$ cat src/rtl/modexp_seq.sv
// modexp_seq: sequencer for the parallel square-and-multiply lanes.
// Latches an exponent and a lane mask when a start request is accepted.
// It then drives one exponent bit per clock, MSB first, and ends the
// operation with a write to the result RAM.
// Build option: define MODEXP_TRACE_EN to write every intermediate z.
// Ports:
//   i_clk, i_rst (async, active-low), i_start, i_abort, i_e, i_lane_mask
//   o_busy, o_done, o_step_en, o_e_bit, o_z_sel_one, o_lane_en
//   o_ram_wren, o_ram_addr, o_step_idx
module modexp_seq #(
    parameter  int EW    = 8,
    parameter  int AW    = 5,
    parameter  int LANES = 2,
    localparam int KW    = (EW > 1) ? $clog2(EW) : 1
) (
    input  logic             i_clk,
    input  logic             i_rst,
    input  logic             i_start,
    input  logic             i_abort,
    input  logic [EW-1:0]    i_e,
    input  logic [LANES-1:0] i_lane_mask,
    output logic             o_busy,
    output logic             o_done,
    output logic             o_step_en,
    output logic             o_e_bit,
    output logic             o_z_sel_one,
    output logic [LANES-1:0] o_lane_en,
    output logic             o_ram_wren,
    output logic [AW-1:0]    o_ram_addr,
    output logic [KW-1:0]    o_step_idx
);

    typedef enum logic [1:0] {
        S_IDLE,
        S_RUN,
        S_WRITE,
        S_DONE
    } state_t;

    localparam logic [KW-1:0] LAST_K = KW'(EW - 1);

    state_t           r_state;
    state_t           w_next;
    logic             w_accept;
    logic [KW-1:0]    r_k;
    logic [KW-1:0]    w_bit_idx;
    logic [EW-1:0]    r_e;
    logic [LANES-1:0] r_mask;
    logic [AW-1:0]    r_addr;

    // Step k uses exponent bit EW-1-k, so the MSB goes first.
    assign w_bit_idx  = LAST_K - r_k;
    assign o_ram_addr = r_addr;

    always_ff @(posedge i_clk or negedge i_rst) begin
        if (!i_rst) begin
            r_state <= S_IDLE;
        end else begin
            r_state <= w_next;
        end
    end

    always_comb begin
        w_next      = r_state;
        w_accept    = 1'b0;
        o_busy      = 1'b0;
        o_done      = 1'b0;
        o_step_en   = 1'b0;
        o_e_bit     = 1'b0;
        o_z_sel_one = 1'b0;
        o_lane_en   = '0;
        o_ram_wren  = 1'b0;
        o_step_idx  = '0;
        unique case (r_state)
            S_IDLE: begin
                if (!i_abort && i_start) begin
                    w_next   = S_RUN;
                    w_accept = 1'b1;
                end
            end
            S_RUN: begin
                o_busy      = 1'b1;
                o_step_en   = 1'b1;
                o_step_idx  = r_k;
                o_e_bit     = r_e[w_bit_idx];
                o_z_sel_one = (r_k == '0);
                o_lane_en   = r_mask;
`ifdef MODEXP_TRACE_EN
                // Log each intermediate z unless this step is being aborted.
                o_ram_wren  = !i_abort;
`endif
                if (i_abort) begin
                    w_next = S_IDLE;
                end else if (r_k == LAST_K) begin
                    w_next = S_WRITE;
                end
            end
            S_WRITE: begin
                o_busy     = 1'b1;
                o_lane_en  = r_mask;
                // An abort here must not commit a result.
                o_ram_wren = !i_abort;
                w_next     = i_abort ? S_IDLE : S_DONE;
            end
            S_DONE: begin
                o_done = 1'b1;
                if (i_abort) begin
                    w_next = S_IDLE;
                end else if (i_start) begin
                    w_next   = S_RUN;
                    w_accept = 1'b1;
                end else begin
                    w_next = S_IDLE;
                end
            end
            default: begin
                w_next = S_IDLE;
            end
        endcase
    end

    always_ff @(posedge i_clk or negedge i_rst) begin
        if (!i_rst) begin
            r_k    <= '0;
            r_e    <= '0;
            r_mask <= '0;
        end else if (w_accept) begin
            r_k    <= '0;
            r_e    <= i_e;
            r_mask <= i_lane_mask;
        end else if (r_state == S_RUN && r_k != LAST_K) begin
            r_k <= r_k + KW'(1);
        end
    end

    always_ff @(posedge i_clk or negedge i_rst) begin
        if (!i_rst) begin
            r_addr <= '0;
`ifdef MODEXP_TRACE_EN
        end else if (o_ram_wren) begin
            r_addr <= r_addr + AW'(1);
`else
        end else if (r_state == S_DONE) begin
            r_addr <= r_addr + AW'(1);
`endif
        end
    end

endmodule

$ cat config.mk
export PLATFORM = sky130hd
export DESIGN_NAME = modexp_seq
export DESIGN_NICKNAME = d
export VERILOG_FILES = /design/src/rtl/modexp_seq.sv
export SDC_FILE = /design/constraint.sdc
export NUM_CORES = 1
export LEC_CHECK = 0
export BUFFER_PORTS_ARGS = -buffer_cell sky130_fd_sc_hd__clkbuf_2
export CORE_UTILIZATION = 44
export DETAILED_ROUTE_END_ITERATION = 6
export PLACE_DENSITY = 0.72
export SLEW_MARGIN = 0
export SYNTH_ARGS = -nofsm -noshare
export SYNTH_HDL_FRONTEND = slang
export SYNTH_SLANG_ARGS = --single-unit
$ cat constraint.sdc
create_clock -name i_clk -period 4.4 [get_ports i_clk]
set_clock_uncertainty 0.05 [all_clocks]
set_input_delay 0.66 -clock i_clk [delete_from_list [all_inputs] [get_ports i_clk]]
set_output_delay 0.66 -clock i_clk [all_outputs]
set_load 0.005 [all_outputs]
* Word-level counts from Yosys, hierarchy flattened
Cells that the tools add are included.
Widths: inputs -> output; s select.
** Operators by class
- Add/sub/neg operators :: 3
- Magnitude comparators :: 1
- Equality and inequality tests :: 7
- Muxes and demuxes :: 23
- Reduce and logical (&&, ||, !) cells :: 8
** Operator list (count)
- $mux 1 :: 12
- $mux 2 :: 5
- $mux 3 :: 3
- $pmux 2 s4 :: 1
- $ne 3x3->1 const B :: 2
- $add 5x1->5 const B :: 1
- $eq 2x2->1 const B :: 2
- $lt 3x4->1 const B :: 1
- $add 3x1->3 const B :: 1
- $bmux 1 s3 :: 1
- $eq 3x3->1 const B :: 1
- $logic_not 3->1 :: 1
- $sub 3x3->3 const A :: 1
- $eq 2x1->1 const B :: 1
- $logic_and 1x1->1 :: 2
- $logic_not 2->1 :: 1
- $ne 2x2->1 const B :: 1
- $pmux 1 s2 :: 1
- $reduce_and 2->1 :: 1
- $reduce_bool 2->1 :: 1
- $reduce_or 2->1 :: 1
- $logic_not 1->1 :: 1
** Word-level totals
- Bits of input ports :: 14
- Output and inout bits :: 16
- Bits in registers :: 20

* Logic depth before layout (Yosys ltp)
Gate-level depths: netlist (run 1).
- Word-level depth :: 5
- Gate-level depth with buffers :: 6
- Gate-level depth less buffers :: 5

* Worst setup path before layout (run 1)
OpenSTA, ideal clock, no wires.
- Path kind :: reg-to-output
- Start point :: register r_k[0]
- End point :: output port o_e_bit
- Data arrival time :: 1.142 ns
- Stages on the path, launching flop included :: 4
- Path slack :: 2.548 ns
- Cells stage by stage :: dfrtp_1 -> mux4_1 -> nand2_1 -> a21boi_0
** Between the ends
- Longest elaborated chain between the ends :: 4
** RTL lines
- start: declaration :: RTL line 45 : logic [KW-1:0] r_k;
- start signal: assignment :: RTL line 132 : r_k <= r_k + KW'(1);
- $sub 3x3->3 :: RTL line 52 : assign w_bit_idx = LAST_K - r_k;
- $bmux 1 s3 :: RTL line 85 : o_e_bit = r_e[w_bit_idx];
- $mux 1 (implied by the code) :: RTL line 85
- $mux 1 :: RTL line 74 : unique case (r_state)
- end: declaration :: RTL line 25 : output logic o_e_bit,
No other way between the ends. The select of a mux whose other input is x is not followed.

* Worst setup path in the final report (run 1)
Same ends and word-level chain as after synthesis.

==> impl_metrics.csv, run 1 <==
group,metric,value,unit
run_status,status,"complete, no violations",
clock_tree,hold_buffers,0,
power,leakagePower,0.6630,nW
power,power_density,685.1,mW/mm²
global_routing,gr-total-overflow,0,
detailed_routing,antenna_left,0,
timing,finalHoldViolCount,0,
cells_and_area,drive_above_1_share,41.53,%
power,p_comb_share,49.3,%
cells_and_area,diodes,0,
clock_tree,clock_path_buffers,2,
clock_tree,cts_tree,"done",
yosys,ys_warn_count,0,
placement,io_buffer_count,29,
setup_path,cp_slowest_cell,"mux4_1",
global_routing,antenna_found_initial,0,
worst_hold_path,worstHoldPathType,"in2async",
power,p_sw,0.0003233,W
detailed_routing,routed_wirelength,1897,µm
setup_path,crit_type,"reg2out",
power,p_int,0.0005707,W
yosys,syn-mean-instance-area,12.77,µm²
clock_tree,clock-sinks,20,
power,ir_drop,0.3803,mV
placement,dp_hpwl,1457,µm
detailed_routing,first_pass_iters,1,
die,core_area,0.002297,mm²
timing,fmax,0.4316,GHz
setup_path,cp-start-kind,"register",
die,dieArea,0.002730,mm²
die,row_count,17,
setup_path,critical_path_required,3.69,ns
clock_tree,htreeDepth,1,
setup_path,path_max_fanout,6,
detailed_routing,drc_errors,0,
global_routing,grt_pass1_vias,695,
timing,whs,0.2449,ns
timing,post-route-min-period,2.317,ns
die,die_x,52.25,µm
power,switching_share,36.16,%
timing,slew-limit-headroom,52.20,%
placement,routabilityCongestion,0.7383,
yosys,ys_ff_latch,20,
yosys,synth_cells,87,
global_routing,grt_usage,16.34,%
setup_path,cp_slowest_stage_delay,0.57,ns
global_routing,grt_max_degree,21,
die,io_pins,30,
setup_path,worstSetupEndpointType,"output port",
detailed_routing,vias,718,
clock_tree,clock_latency,0.30,ns
setup_path,worstPathArrival,1.61,ns
yosys,syn_area,0.001111,mm²
yosys,seq_area_frac_synth,45.05,%
clock_tree,cts_made_buffers,3,
yosys,syn_nets,111,
clock_tree,clkSlewWorstSetupHoldPaths,0.11,ns
clock_tree,cts_setup_buffers,0,
global_routing,grt_first_pass_wirelength,3091,µm
setup_path,crit_chain,"mux4_1 -> nand2_1 -> a21boi_0 -> clkbuf_2",
power,p_seq_share,38.8,%
cells_and_area,area_delta_synth_final,17.45,%
timing,rsz0062_at_grt,"no",
timing,setup_viol,0,
timing,slew_violations,0,
yosys,synth.distinct_cells,25,
die,die_h,52.25,µm
cells_and_area,nets,143,
timing,setup_tns,0,ns
timing,worst_pin_slew,0.7147,ns
clock_tree,cts-root-buf,"clkbuf_4",
die,initial_core_util,48.37,%
detailed_routing,wl_per_cell,12.99,µm
detailed_routing,drt-vias-per-instance,4.918,
timing,post-route-period-util,52.66,%
power,clockPowerShare,11.8,%
detailed_routing,initialDrtViolationCount,0,
clock_tree,cts_resized,0,
job,maxCapViolCount,0,
-- metal layers --
| metal | GRT usage (%) | up-vias | part of all wire, % | wire (µm) |
|---|---|---|---|---|
| li1 | - | 359 | - | - |
| met1 | 21.58 | 341 | 48 | 920 |
| met2 | 24.15 | 16 | 48 | 902 |
| met3 | 2.609 | 2 | 2.6 | 50 |
| met4 | 11.84 | 0 | 1.2 | 23 |
| met5 | 0 | - | 0 | 0 |
-- cells by family (layout without fill, tap and decap cells) --
group,Yosys count,count (layout),synth area share (%)
AND/OR/NAND/NOR,24,24,12.61
flip-flops,20,20,45.05
multiplexers,15,15,19.82
adder cells (fa/ha/maj),10,10,11.26
AO/OA/AOI/OAI,7,7,3.941
buffers and inverters,6,37,3.378
XOR/XNOR,5,5,3.941
-- cells in the final DEF, fill, tap and decap left out, types with 2 or more instances in the layout --
| cell type | Yosys | layout |
|---|---|---|
| dfrtp_1 | 20 | 20 |
| nand2_1 | 8 | 8 |
| nor2b_1 | 2 | 2 |
| ha_1 | 10 | 10 |
| mux2_2 | 5 | 5 |
| nand4_1 | 2 | 2 |
| mux2_4 | 7 | 7 |
| nor2_1 | 3 | 3 |
| xnor2_1 | 4 | 4 |
| clkbuf_2 | 0 | 29 |
| clkbuf_4 | 0 | 3 |
| and2_1 | 5 | 5 |
| a21oi_1 | 3 | 3 |
| inv_1 | 4 | 4 |
-- worst paths after layout --
check	to	slack, ns	startpoint	depth (start not counted)
max	o_e_bit	2.08	r_k[0]	4
min in group i_clk	o_ram_addr[4]	0.44	o_ram_addr[4]	1
max reg2reg	r_e[3]	2.25	r_state[0]	4
min	o_ram_addr[1]	0.24	i_rst	1
min reg2reg	o_ram_addr[4]	0.44	o_ram_addr[4]	1
max in group asynchronous	r_e[1]	3.71	i_rst	1
-- per-stage QoR --
step | utilization (%) | power, W | cell area, µm² | instances | worst slack (ns)
floorplan | - | 0.0006600 | 1111 | 87 | 2.548
global placement | 55.23 | 0.0007773 | 1269 | 142 | 2.309
detailed placement | 55.23 | 0.0007970 | 1269 | 142 | 2.261
CTS | 56.81 | 0.0009057 | 1305 | 146 | 2.047
global route | 56.81 | 0.0009700 | 1305 | 146 | 1.980
finish | 56.81 | 0.0008940 | 1305 | 146 | 2.083
-- cell type report --
cell class              count  area, µm²
clock buffers               4      36.28
fillers                   205      992.2
inverters                   4      15.01
multi-input cells          61      573.1
flip-flops and latches     20      500.5
well taps                  28      35.03
repair buffers             29      145.1
-- cell usage after synthesis --
| library cell | instances | area share, % |
|---|---|---|
| mux2_2 | 5 | 5.1 |
| inv_1 | 4 | 1.4 |
| a21boi_0 | 1 | 0.68 |
| o21bai_1 | 1 | 0.68 |
| xnor2_1 | 4 | 3.2 |
| nand2b_1 | 1 | 0.56 |
| dfrtp_1 | 20 | 45 |
| nand2b_4 | 1 | 1.2 |
| nor2b_1 | 2 | 1.1 |
| nor2_2 | 1 | 0.56 |
| ha_1 | 10 | 11 |
| and2_1 | 5 | 2.8 |
| a2bb2oi_1 | 1 | 0.79 |
| mux2_4 | 7 | 9.5 |
| nor3_4 | 1 | 1.5 |
| nor2_1 | 3 | 1.0 |
| nand2_1 | 8 | 2.7 |
| a21oi_1 | 3 | 1.4 |
| buf_6 | 2 | 2.0 |
| mux2i_1 | 1 | 0.90 |
| nand4_1 | 2 | 1.1 |
| mux4_1 | 1 | 2.4 |
| mux4_2 | 1 | 2.0 |
| xor2_1 | 1 | 0.79 |
| o21ai_0 | 1 | 0.45 |
-- registers in the layout (all words and copies together), names as in the netlist --
register    flops
o_ram_addr      5
r_e             8
r_k             3
r_mask          2
r_state         2
-- power groups by stage --
stage	logic [W]	clock network [W]	registers (W)
final	0.000441	0.000106	0.000347
after global routing	0.000494	0.000114	0.000363
after CTS	0.000448	0.000109	0.000349
after detailed placement	0.000445	0	0.000352
after global placement	0.000429	0	0.000348
after floorplan	0.000329	0	0.000331
-- worst max-delay path, delay by kind of cell, from the launching register on --
kind | cells | cell delay (ns)
AOI/OAI and AO/OA | 1 | 0.07
DFF | 1 | 0.48
muxes | 1 | 0.57
and+or+nand+nor | 1 | 0.08
buffers and inverters | 1 | 0.11
No activity file was read; power rests on OpenSTA's default activity.
==> run 2, diff against run 1 <==
--- a/config.mk
+++ b/config.mk
@@ -8,7 +8,7 @@
 export BUFFER_PORTS_ARGS = -buffer_cell sky130_fd_sc_hd__clkbuf_2
 export CORE_UTILIZATION = 44
 export DETAILED_ROUTE_END_ITERATION = 6
-export PLACE_DENSITY = 0.72
+export PLACE_DENSITY = 0.74
 export SLEW_MARGIN = 0
 export SYNTH_ARGS = -nofsm -noshare
 export SYNTH_HDL_FRONTEND = slang
==> constraint.sdc (replaced) <==
create_clock -name i_clk -period 2.1 [get_ports i_clk]
set_clock_uncertainty 0.05 [all_clocks]
set_input_delay 0.315 -clock i_clk [delete_from_list [all_inputs] [get_ports i_clk]]
set_output_delay 0.315 -clock i_clk [all_outputs]
set_load 0.005 [all_outputs]
==> run 2 against run 1 <==
Compared with the run above: final cell count is 2.7% higher; total power increased by 110%; clock-buffer cell count did not move; critical path type unchanged; largest power group unchanged.
==> impl_metrics.csv, run 2 (synthesized netlist as in run 1, its figures left out) <==
group,metric,value,unit
detailed_routing,vias,729,
timing,setup_tns,0,ns
timing,slew-limit-headroom,67.82,%
detailed_routing,antenna_left,0,
placement,dp_cells,143,
setup_path,cp_top_family,"multiplexers",
setup_path,critical_path_required,1.74,ns
clock_tree,cts_tree,"done",
cells_and_area,fin_cells,150,
die,row_count,17,
clock_tree,clock_path_buffers,2,
setup_path,cp_slowest_cell,"mux4_1",
cells_and_area,nets,147,
global_routing,grt_max_degree,21,
job,maxCapViolCount,0,
clock_tree,clkSlewWorstSetupHoldPaths,0.10,ns
timing,slew_violations,0,
detailed_routing,routed_wirelength,1889,µm
cells_and_area,mostFrequentLayoutCells,"clkbuf_2, dfrtp_1, ha_1, nand2_1, mux2_4",
die,dieArea,0.002730,mm²
detailed_routing,drc_errors,0,
setup_path,crit_type,"reg2out",
setup_path,cp_slowest_stage_delay,0.57,ns
timing,post-route-min-period,1.944,ns
setup_path,cp-start-kind,"register",
die,die_x,52.25,µm
die,initial_core_util,48.37,%
placement,post_dp_cell_area,0.001276,mm²
power,power_density,1415,mW/mm²
cells_and_area,area_delta_synth_final,20.50,%
timing,fmax,0.5143,GHz
power,leakagePower,0.6812,nW
timing,worst_pin_slew,0.4828,ns
cells_and_area,stdcell_area,0.001339,mm²
global_routing,grt_usage,15.62,%
timing,setup_viol,0,
die,die_h,52.25,µm
cells_and_area,regMostFlops,"r_e",
placement,io_buffer_count,29,
clock_tree,htreeDepth,1,
clock_tree,cts_made_buffers,3,
placement,dp_hpwl,1466,µm
worst_hold_path,holdPathStages,2,
run_status,status,"complete, no violations",
detailed_routing,first_pass_iters,4,
setup_path,path_buf_inv,1,
global_routing,grt_first_pass_wirelength,3036,µm
setup_path,worstPathArrival,1.58,ns
die,io_pins,30,
cells_and_area,layout_commonest_cell,"clkbuf_2",
setup_path,path_depth,4,
detailed_routing,drt-vias-per-instance,4.860,
timing,final.setup.worst_slack,0.1557,ns
power,ir_drop,1.020,mV
cells_and_area,diodes,0,
worst_hold_path,worstHoldPathType,"in2reg",
timing,rsz0062_at_grt,"no",
global_routing,antenna_found_initial,0,
clock_tree,clock_latency,0.29,ns
setup_path,crit_chain,"mux4_1 -> nand2_1 -> a21boi_0 -> clkbuf_2",
cells_and_area,drive_above_1_share,43.44,%
cells_and_area,fillCellCount,203,
placement,place_ws,0.2635,ns
die,core_area,0.002297,mm²
global_routing,grt_pass1_vias,673,
setup_path,ff2ff_setup_slack,0.26,ns
timing,post-route-period-util,92.59,%
clock_tree,cts-root-buf,"clkbuf_4",
global_routing,gr-total-overflow,0,
clock_tree,clock-sinks,20,
timing,finalHoldViolCount,0,
detailed_routing,initialDrtViolationCount,8,
detailed_routing,wl_per_cell,12.59,µm
placement,routabilityCongestion,0.7475,
setup_path,reg2regPathDepth,5,
setup_path,worstSetupEndpointType,"output port",
setup_path,path_max_fanout,6,
cells_and_area,largest_reg_flops,8,
==> run 2: cell count changes in the layout (fill, tap and decap cells not counted) <==
| cell | before | now |
|---|---|---|
| dlygate4sd3_1 | 0 | 1 |
| dfrtp_2 | 0 | 1 |
| dfrtp_1 | 20 | 19 |
| buf_4 | 0 | 3 |
==> run 2: per-layer routing <==
metal | global-route usage (%) | routed length [µm]
met5 | 0 | 0
met4 | 5.263 | 24
met3 | 2.609 | 58
met2 | 25.00 | 921
met1 | 21.51 | 884
==> run 2: area by class of cell <==
cell class,instances,area (µm²),share of cell area (%)
timing repair buffer,33,177.7,13.27
tap,28,35.03,2.617
clock buffer,4,36.28,2.710
sequential,20,501.7,37.48
multi-input combinational,61,573.1,42.80
inverter,4,15.01,1.121
==> run 2: worst register-to-register path: cells and delay by family, from the launching register on <==
family,cells,cell delay (ns)
mux,1,0.36
buf+inv,2,0.34
fa+ha+maj,1,0.36
flops,1,0.42
simple gates,1,0.19
==> run 2: stage by stage <==
stage	util (%)	power (W)	hold WS [ns]
2_1_floorplan	-	0.001383	-0.03059
3_3_place_gp	55.56	0.001630	0.2346
3_5_place_dp	55.56	0.001670	0.2492
4_1_cts	57.57	0.001888	0.1846
5_1_grt	58.28	0.002069	0.1698
6_report	58.28	0.001894	0.1940
==> run 2: path summary, 6_finish.rpt <==
| path | from | to |
|---|---|---|
| worst max-delay path | r_k[0] | o_e_bit |
| worst min-delay path | i_lane_mask[0] | r_mask[0] |
| worst max register to register | r_state[0] | r_e[3] |
| worst min register to register | o_ram_addr[4] | o_ram_addr[4] |
| max in group asynchronous | i_rst | r_k[0] |
| min in group asynchronous | i_rst | r_e[4] |
==> run 2: what timing repair did <==
action	4_1_cts	5_1_grt
hold buffers	1	0
hold endpoints to repair	20	0
resized for setup	0	1
buffers inserted	0	2
setup endpoints to repair	0	1
==> run 2: power by group <==
group / total, W / switching [W] / internal [W]
clock: 0.000213 / 0.000107 / 0.000106
sequential: 0.000722 / 0.000153 / 0.000569
combinational: 0.000960 / 0.000408 / 0.000552
total: 0.00189 / 0.000668 / 0.00123
